$ cat src/rtl/ctrl_pkg.sv
// Shared definitions for the multicycle control unit: state encoding,
// instruction field constants, datapath mux codes and exception causes.
package ctrl_pkg;

    typedef enum logic [5:0] {
        RST = 6'd0, SP_INIT, FETCH, F_WAIT, IR_LOAD, DECODE,
        EXEC_R, WB_R, EXEC_I, WB_I,
        ADDR, MEM_RD, M_WAIT, LD_MDR, WB_LD, MEM_WR,
        BR, JMP, JR,
        MD_START, MD_WAIT, MD_DONE,
        EXC_EPC, EXC_RD, X_WAIT, EXC_MDR, EXC_JMP
    } state_t;

    localparam logic [5:0] OP_RTYPE = 6'h00;
    localparam logic [5:0] OP_J     = 6'h02;
    localparam logic [5:0] OP_BEQ   = 6'h04;
    localparam logic [5:0] OP_BNE   = 6'h05;
    localparam logic [5:0] OP_ADDI  = 6'h08;
    localparam logic [5:0] OP_ADDIU = 6'h09;
    localparam logic [5:0] OP_LW    = 6'h23;
    localparam logic [5:0] OP_SW    = 6'h2b;

    localparam logic [5:0] FN_JR    = 6'h08;
    localparam logic [5:0] FN_MULT  = 6'h18;
    localparam logic [5:0] FN_DIV   = 6'h1a;
    localparam logic [5:0] FN_ADD   = 6'h20;
    localparam logic [5:0] FN_SUB   = 6'h22;
    localparam logic [5:0] FN_AND   = 6'h24;

    localparam logic [2:0] ALU_ADD = 3'd1;
    localparam logic [2:0] ALU_SUB = 3'd2;
    localparam logic [2:0] ALU_AND = 3'd3;

    localparam logic [2:0] PC_ALU    = 3'd0;
    localparam logic [2:0] PC_ALUOUT = 3'd1;
    localparam logic [2:0] PC_JUMP   = 3'd2;
    localparam logic [2:0] PC_VEC    = 3'd3;
    localparam logic [2:0] PC_REGA   = 3'd4;

    localparam logic [2:0] IORD_PC     = 3'd0;
    localparam logic [2:0] IORD_ALUOUT = 3'd1;
    localparam logic [2:0] IORD_VEC    = 3'd2;

    localparam logic [1:0] CAUSE_BADOP = 2'd0;
    localparam logic [1:0] CAUSE_OVF   = 2'd1;
    localparam logic [1:0] CAUSE_DIVZ  = 2'd2;
    localparam logic [1:0] CAUSE_MDTO  = 2'd3;

    localparam logic [1:0] DST_RT = 2'd0;
    localparam logic [1:0] DST_RD = 2'd1;
    localparam logic [1:0] DST_SP = 2'd3;

    localparam logic [3:0] M2R_ALU = 4'd0;
    localparam logic [3:0] M2R_MDR = 4'd1;
    localparam logic [3:0] M2R_SP  = 4'd7;

    localparam logic [1:0] SRCB_REGB  = 2'd0;
    localparam logic [1:0] SRCB_FOUR  = 2'd1;
    localparam logic [1:0] SRCB_IMM   = 2'd2;
    localparam logic [1:0] SRCB_IMMSH = 2'd3;

    // Stack pointer reset value and exception vector base (vector = base + cause).
    localparam logic [31:0] SP_INIT_ADDR = 32'h7fff_fffc;
    localparam logic [7:0]  VEC_BASE     = 8'd253;

    function automatic logic [2:0] alu_for_funct(input logic [5:0] fn);
        case (fn)
            FN_SUB:  return ALU_SUB;
            FN_AND:  return ALU_AND;
            default: return ALU_ADD;
        endcase
    endfunction

endpackage

$ cat src/rtl/ctrl_wait_counter.sv
// Loadable down-counter with zero flag; shared between memory wait states
// and the mult/div watchdog.
module ctrl_wait_counter #(
    parameter int W = 4
) (
    input  logic         clk,
    input  logic         reset,
    input  logic         load,
    input  logic         dec,
    input  logic [W-1:0] load_val,
    output logic         zero
);

    logic [W-1:0] count;

    always_ff @(posedge clk or negedge reset) begin
        if (!reset)
            count <= '0;
        else if (load)
            count <= load_val;
        else if (dec && count != '0)
            count <= count - 1'b1;
    end

    assign zero = (count == '0);

endmodule

$ cat src/rtl/control_unit_mc.sv
// Multicycle MIPS control FSM with configurable memory latency and mult/div
// handshake. Define MD_WATCHDOG_EN to trap mult/div units that never finish.
module control_unit_mc
    import ctrl_pkg::*;
#(
    parameter int MEM_WAIT   = 1,
    parameter int CNT_W      = 4,
    parameter int MD_TIMEOUT = 40
) (
    input  logic       clk,
    input  logic       reset,
    input  logic [5:0] opcode,
    input  logic [5:0] funct,
    input  logic       overflow,
    input  logic       div_zero,
    input  logic       md_done,
    output logic       pc_write,
    output logic       pc_write_cond,
    output logic       eq_or_ne,
    output logic [2:0] pc_src,
    output logic [2:0] iord,
    output logic       mem_wr,
    output logic       ir_write,
    output logic       reg_write,
    output logic       rega_load,
    output logic       regb_load,
    output logic       aluout_write,
    output logic       mdr_load,
    output logic       epc_write,
    output logic       hilo_write,
    output logic [1:0] reg_dst,
    output logic [3:0] mem_to_reg,
    output logic       alu_src_a,
    output logic [1:0] alu_src_b,
    output logic [2:0] alu_op,
    output logic       md_start,
    output logic       md_sel,
    output logic [1:0] exc_cause,
    output logic [5:0] state_dbg
);

    // Counter is widened if needed so the watchdog timeout always fits.
    localparam int TO_W = $clog2(MD_TIMEOUT + 1);
    localparam int CW   = (CNT_W > TO_W) ? CNT_W : TO_W;
    localparam logic [CW-1:0] MEM_LOAD = (MEM_WAIT > 0) ? CW'(MEM_WAIT - 1) : '0;
`ifdef MD_WATCHDOG_EN
    localparam logic [CW-1:0] MD_LOAD = CW'(MD_TIMEOUT);
`endif

    state_t        state, next_state;
    logic [1:0]    cause_nxt;
    logic          cnt_load, cnt_dec, cnt_zero;
    logic [CW-1:0] cnt_val;

    ctrl_wait_counter #(.W(CW)) u_wait (
        .clk      (clk),
        .reset    (reset),
        .load     (cnt_load),
        .dec      (cnt_dec),
        .load_val (cnt_val),
        .zero     (cnt_zero)
    );

    always_comb begin
        next_state = state;
        cause_nxt  = CAUSE_BADOP;
        case (state)
            RST:     next_state = SP_INIT;
            SP_INIT: next_state = FETCH;
            FETCH:   next_state = (MEM_WAIT == 0) ? IR_LOAD : F_WAIT;
            F_WAIT:  if (cnt_zero) next_state = IR_LOAD;
            IR_LOAD: next_state = DECODE;
            DECODE: begin
                case (opcode)
                    OP_RTYPE: begin
                        case (funct)
                            FN_ADD, FN_SUB, FN_AND: next_state = EXEC_R;
                            FN_JR:                  next_state = JR;
                            FN_MULT:                next_state = MD_START;
                            FN_DIV: begin
                                // A zero divisor traps before the unit is ever started.
                                if (div_zero) begin
                                    next_state = EXC_EPC;
                                    cause_nxt  = CAUSE_DIVZ;
                                end else begin
                                    next_state = MD_START;
                                end
                            end
                            default: next_state = EXC_EPC;
                        endcase
                    end
                    OP_ADDI, OP_ADDIU: next_state = EXEC_I;
                    OP_LW, OP_SW:      next_state = ADDR;
                    OP_BEQ, OP_BNE:    next_state = BR;
                    OP_J:              next_state = JMP;
                    default:           next_state = EXC_EPC;
                endcase
            end
            EXEC_R: begin
                if (overflow && funct != FN_AND) begin
                    next_state = EXC_EPC;
                    cause_nxt  = CAUSE_OVF;
                end else begin
                    next_state = WB_R;
                end
            end
            EXEC_I: begin
                if (overflow && opcode == OP_ADDI) begin
                    next_state = EXC_EPC;
                    cause_nxt  = CAUSE_OVF;
                end else begin
                    next_state = WB_I;
                end
            end
            ADDR:     next_state = (opcode == OP_SW) ? MEM_WR : MEM_RD;
            MEM_RD:   next_state = (MEM_WAIT == 0) ? LD_MDR : M_WAIT;
            M_WAIT:   if (cnt_zero) next_state = LD_MDR;
            LD_MDR:   next_state = WB_LD;
            MD_START: next_state = MD_WAIT;
            MD_WAIT: begin
                if (md_done) begin
                    next_state = MD_DONE;
                end
`ifdef MD_WATCHDOG_EN
                else if (cnt_zero) begin
                    next_state = EXC_EPC;
                    cause_nxt  = CAUSE_MDTO;
                end
`endif
            end
            EXC_EPC: next_state = EXC_RD;
            EXC_RD:  next_state = (MEM_WAIT == 0) ? EXC_MDR : X_WAIT;
            X_WAIT:  if (cnt_zero) next_state = EXC_MDR;
            EXC_MDR: next_state = EXC_JMP;
            WB_R, WB_I, WB_LD, MEM_WR, BR, JMP, JR, MD_DONE, EXC_JMP:
                     next_state = FETCH;
            default: next_state = RST;
        endcase
    end

    // Each memory access arms the counter on its way into the wait state.
    always_comb begin
        cnt_load = (state == FETCH) || (state == MEM_RD) || (state == EXC_RD);
        cnt_val  = MEM_LOAD;
        cnt_dec  = (state inside {F_WAIT, M_WAIT, X_WAIT});
`ifdef MD_WATCHDOG_EN
        if (next_state == MD_START) begin
            cnt_load = 1'b1;
            cnt_val  = MD_LOAD;
        end
        if (state inside {MD_START, MD_WAIT})
            cnt_dec = 1'b1;
`endif
    end

    // Outputs are decoded from next_state so they line up with the state they belong to.
    always_ff @(posedge clk or negedge reset) begin
        if (!reset) begin
            state         <= RST;
            pc_write      <= 1'b0;
            pc_write_cond <= 1'b0;
            eq_or_ne      <= 1'b0;
            pc_src        <= '0;
            iord          <= '0;
            mem_wr        <= 1'b0;
            ir_write      <= 1'b0;
            reg_write     <= 1'b0;
            rega_load     <= 1'b0;
            regb_load     <= 1'b0;
            aluout_write  <= 1'b0;
            mdr_load      <= 1'b0;
            epc_write     <= 1'b0;
            hilo_write    <= 1'b0;
            reg_dst       <= '0;
            mem_to_reg    <= '0;
            alu_src_a     <= 1'b0;
            alu_src_b     <= '0;
            alu_op        <= '0;
            md_start      <= 1'b0;
            md_sel        <= 1'b0;
            exc_cause     <= '0;
        end else begin
            state         <= next_state;
            pc_write      <= 1'b0;
            pc_write_cond <= 1'b0;
            mem_wr        <= 1'b0;
            ir_write      <= 1'b0;
            reg_write     <= 1'b0;
            rega_load     <= 1'b0;
            regb_load     <= 1'b0;
            aluout_write  <= 1'b0;
            mdr_load      <= 1'b0;
            epc_write     <= 1'b0;
            hilo_write    <= 1'b0;
            md_start      <= 1'b0;
            case (next_state)
                SP_INIT: begin
                    reg_dst    <= DST_SP;
                    mem_to_reg <= M2R_SP;
                    reg_write  <= 1'b1;
                end
                FETCH: begin
                    iord      <= IORD_PC;
                    alu_src_a <= 1'b0;
                    alu_src_b <= SRCB_FOUR;
                    alu_op    <= ALU_ADD;
                    pc_src    <= PC_ALU;
                    pc_write  <= 1'b1;
                end
                IR_LOAD: ir_write <= 1'b1;
                DECODE: begin
                    rega_load    <= 1'b1;
                    regb_load    <= 1'b1;
                    alu_src_a    <= 1'b0;
                    alu_src_b    <= SRCB_IMMSH;
                    alu_op       <= ALU_ADD;
                    aluout_write <= 1'b1;
                end
                EXEC_R: begin
                    alu_src_a    <= 1'b1;
                    alu_src_b    <= SRCB_REGB;
                    alu_op       <= alu_for_funct(funct);
                    aluout_write <= 1'b1;
                end
                EXEC_I, ADDR: begin
                    alu_src_a    <= 1'b1;
                    alu_src_b    <= SRCB_IMM;
                    alu_op       <= ALU_ADD;
                    aluout_write <= 1'b1;
                end
                WB_R: begin
                    reg_dst    <= DST_RD;
                    mem_to_reg <= M2R_ALU;
                    reg_write  <= 1'b1;
                end
                WB_I: begin
                    reg_dst    <= DST_RT;
                    mem_to_reg <= M2R_ALU;
                    reg_write  <= 1'b1;
                end
                MEM_RD: iord <= IORD_ALUOUT;
                LD_MDR: mdr_load <= 1'b1;
                WB_LD: begin
                    reg_dst    <= DST_RT;
                    mem_to_reg <= M2R_MDR;
                    reg_write  <= 1'b1;
                end
                MEM_WR: begin
                    iord   <= IORD_ALUOUT;
                    mem_wr <= 1'b1;
                end
                BR: begin
                    alu_src_a     <= 1'b1;
                    alu_src_b     <= SRCB_REGB;
                    alu_op        <= ALU_SUB;
                    pc_src        <= PC_ALUOUT;
                    pc_write_cond <= 1'b1;
                    eq_or_ne      <= (opcode == OP_BNE);
                end
                JMP: begin
                    pc_src   <= PC_JUMP;
                    pc_write <= 1'b1;
                end
                JR: begin
                    pc_src   <= PC_REGA;
                    pc_write <= 1'b1;
                end
                MD_START: begin
                    md_start <= 1'b1;
                    md_sel   <= (funct == FN_DIV);
                end
                MD_DONE: hilo_write <= 1'b1;
                EXC_EPC: begin
                    alu_src_a <= 1'b0;
                    alu_src_b <= SRCB_FOUR;
                    alu_op    <= ALU_SUB;
                    epc_write <= 1'b1;
                    exc_cause <= cause_nxt;
                end
                EXC_RD:  iord <= IORD_VEC;
                EXC_MDR: mdr_load <= 1'b1;
                EXC_JMP: begin
                    pc_src   <= PC_VEC;
                    pc_write <= 1'b1;
                end
                default: ;
            endcase
        end
    end

    assign state_dbg = state;

endmodule

$ cat config.mk
export PLATFORM = sky130hd
export DESIGN_NAME = control_unit_mc
export DESIGN_NICKNAME = d
export VERILOG_FILES = /design/src/rtl/ctrl_pkg.sv /design/src/rtl/ctrl_wait_counter.sv /design/src/rtl/control_unit_mc.sv
export SDC_FILE = /design/constraint.sdc
export NUM_CORES = 1
export LEC_CHECK = 0
export CAP_MARGIN = 5
export CORE_MARGIN = 10
export CORE_UTILIZATION = 40
export CTS_CLUSTER_DIAMETER = 40
export DETAILED_ROUTE_END_ITERATION = 10
export PLACE_DENSITY_LB_ADDON = 0.05
export REMOVE_ABC_BUFFERS = 1
export SLEW_MARGIN = 20
export SYNTH_ARGS = -nofsm -noshare
export SYNTH_HDL_FRONTEND = slang
export SYNTH_SLANG_ARGS = --single-unit
$ cat constraint.sdc
create_clock -name clk -period 3.2 [get_ports clk]
set_input_delay 0.64 -clock clk [delete_from_list [all_inputs] [get_ports clk]]
set_output_delay 0.64 -clock clk [all_outputs]
set_load 0.01 [all_outputs]
==> impl_metrics.yaml <==
setup_path:
  slowest_stage: "clkdlybuf4s50_1"
  classification_of_the_worst_setup_path: "in2reg"
  timing.critical_path.slowest_cell_delay_ns: 0.54
  crit_path_end_kind: "flip-flop"
  worst-endpoint-required_ns: 3.40
  timing.critical_path.cells: "clkdlybuf4s50_1, or3b_2, a2111oi_2, a31oi_1, nand3_1, or3b_1, buf_4, nor2_8, mux2_4"
  worstPathArrival_ns: 3.30
  path_max_fanout: 7
  critPathLaunchType: "input port"
timing:
  fin_skew_ns: 0.01683
  drv_slew: 0
  timing.max_slew.rel_slack_pct: 37.19
  rsz0062_at_grt: "no"
  timing_worst_slew_pin_value_ns: 0.9422
  final_period_minus_worst_setup_slack_ns: 3.098
  max_freq_ghz: 0.3228
  final_setup_violation_count: 0
  finalHoldViolCount: 0
  final_min_period_over_clock_period_pct: 96.80
route:
  drt_initial_violations: 68
  ant_nets: 0
  drt_pass1_iterations: 4
  post_drt_wl_per_cell_um: 17.94
  route.vias.total: 2453
  post_drt_via_cell_ratio: 5.500
  remaining_drc_errors: 0
  routed_wirelength_mm: 8.002
floorplanning:
  fp.dieArea_sq_um: 10350
  die-height_um: 101.7
  floorplan.die.width_um: 101.7
  ios: 57
  initial_core_util_pct: 41.61
  fp.coreArea_sq_um: 6422
  fp-row-count: 29
synth:
  muxShareOfSynthArea_pct: 1.779
  number_of_synthesized_flops_with_an_enable_pin: 0
  seq_area_frac_synth_pct: 38.39
  synth_fa_ha_area_share_pct: 0.9363
  yosysWarnings: 0
  main_combinational_cell_family_by_area_after_synthesis: "simple AND/OR/NAND/NOR gates"
  ys_top_cells_by_count: "dfrtp_1, nor2_1, nand2_1"
  synth.area.top_cells: "dfrtp_1, nor2_1, nand2_1"
  synth_top_area_cell: "dfrtp_1"
  netlist_area_sq_um: 2673
  synth-compound-area-share_pct: 19.05
  synthXorXnorAreaFrac_pct: 2.949
  most_frequently_used_flop_master_after_synthesis: "dfrtp_1"
  yosys.area_share.simple_pct: 30.10
  yosys.cell_count.top_type: "dfrtp_1"
  synth-async-reset-ratio_pct: 100.0
  post_synth_num_cell_types: 80
  synth_seq_cells: 41
  syn-instance-count: 274
  yosysTopAreaCellShare_pct: 38.39
  syn-mean-instance-area_sq_um: 9.754
global_routing:
  global_route.usage.met2_pct: 24.75
  track_usage_pct: 15.61
  first_global_vias: 2536
  number_of_antenna_violations_at_the_first_check_in_global_routing: 0
  grt_first_pass_wirelength_mm: 12.81
  use_met1_pct: 19.57
  global_route.overflow_total: 0
  grt_max_degree: 42
  global_route.usage.met3_pct: 4.901
  grt_most_used_layer: "met2"
finish:
  postLayoutCoreUtil_pct: 57.14
  final_layout_size_suffix_gt1_share_pct: 24.93
  areaGrowthSynthToFinish_pct: 37.31
  nets: 387
  fillers: 590
  antenna-diode-count: 0
  stdcell_count: 446
clock_tree:
  clock_latency_on_the_worst_skew_pair_ns: 0.31
  numCtsBuffers: 5
  max-clock-path-buffers: 2
  clock_tree_from_tritoncts: "yes"
  clkSinkCount: 41
  htree_num_levels: 2
  clock_tree.root_cell: "clkbuf_8"
  postCtsSetupRepairBufs: 0
  cts.reportedPaths.clkPinSlew_ns: 0.10
pwr:
  share_comb_of_total_power_pct: 31.6
  p_sw_share_pct: 33.57
  switching_power_uw: 471.3
  total_leakage_power_uw: 0.001599
  ir_worst_vdd_v: 0.0002449
  cellPowerDensity_nw_per_um2: 382.6
  sequentialPowerShare_pct: 41.6
  internal_power_uw: 932.9
  share_clk_of_total_power_pct: 26.8
run_status:
  run_status: "complete, no violations"
placed_design:
  gp_congestion: 0.8706
  post-place-cells: 438
  detailed_placement_hpwl_mm: 6.142
  io_buffers: 53
hold_path:
  hp-class: "in2async"
flow_run:
  timing.max_cap.violations: 0
==> cell usage in the layout (no fill, tap or decap), types with 6 or more instances in the layout <==
cell,n
buf_4,53
clkdlybuf4s50_1,51
dfrtp_1,41
nor2_1,26
nand2_1,17
nor3_1,11
o21ai_0,10
nor2b_1,7
nand3_1,7
inv_1,7
nand2b_1,6
==> cells by family after synthesis <==
kind of cell / Yosys count
buffers and inverters: 30
flip-flops: 41
XOR/XNOR: 9
adder cells (fa/ha/maj): 2
multiplexers: 4
other: 1
AND/OR/NAND/NOR: 125
AO/OA/AOI/OAI: 62
==> layer usage <==
layer | share of wire, % | vias up
li1 | - | 1196
met1 | 46 | 1173
met2 | 46 | 70
met3 | 5.8 | 14
met4 | 2.0 | 0
met5 | 0 | -
==> what timing repair did <==
item,4_1_cts,5_1_grt
hold buffers,0,0
setup endpoints to repair,0,3
gates resized for setup,0,4
==> power groups by stage <==
stage / Combinational (uW) / Sequential, uW / Clock [uW]
floorplan: 165 / 630 / 0
global placement: 444 / 594 / 0
detailed placement: 442 / 594 / 0
CTS: 446 / 584 / 383
global route: 482 / 590 / 405
finish: 443 / 585 / 376
==> area by class of cell <==
class	count	area, sq um	share of cell area [%]
Multi-Input combinational cell	206	1498	40.81
Sequential cell	41	1026	27.96
Tap cell	77	96.34	2.625
Clock inverter	3	25.02	0.6819
Clock buffer	5	68.82	1.875
Timing Repair Buffer	106	925.9	25.23
Inverter	8	30.03	0.8183
==> worst max-delay path, delay by kind of cell <==
kind,cells,cell delay (ns)
compound gates,2,0.55
simple gates,4,1.10
mux,1,0.29
buf+inv,2,0.72
==> stage by stage <==
step	setup TNS (ns)	area, sq um	setup slack [ns]	hold slack [ns]	total power, uW
6_report	0	3670	0.1023	0.4578	1404
5_1_grt	0	3670	0.009131	0.5197	1476
4_1_cts	0	3650	0.09608	0.5002	1413
3_5_place_dp	-1.372	3556	-0.2152	0.4876	1036
3_3_place_gp	-1.233	3556	-0.1971	0.4736	1038
2_1_floorplan	0	2536	0.3109	0.3444	795.5
==> final timing paths <==
check                                            start                     endpoint  slack (ns)  cells past startpoint
worst max-delay path                         opcode[1]         eq_or_ne$_DFFE_PN0P_        0.10                      9
worst min-delay path                             reset  u_wait.count[2]$_DFFE_PN0P_        0.46                      1
worst max register to register  state_dbg[3]$_DFF_PN0_        alu_src_a$_DFFE_PN0P_        0.30                     10
worst min register to register   pc_src[0]$_DFFE_PN0P_        pc_src[0]$_DFFE_PN0P_        0.50                      1
max in group asynchronous                        reset        alu_op[0]$_DFFE_PN0P_        2.14                      1
min in group clk                 pc_src[0]$_DFFE_PN0P_        pc_src[0]$_DFFE_PN0P_        0.50                      1
(Power assumes the default switching activity.)
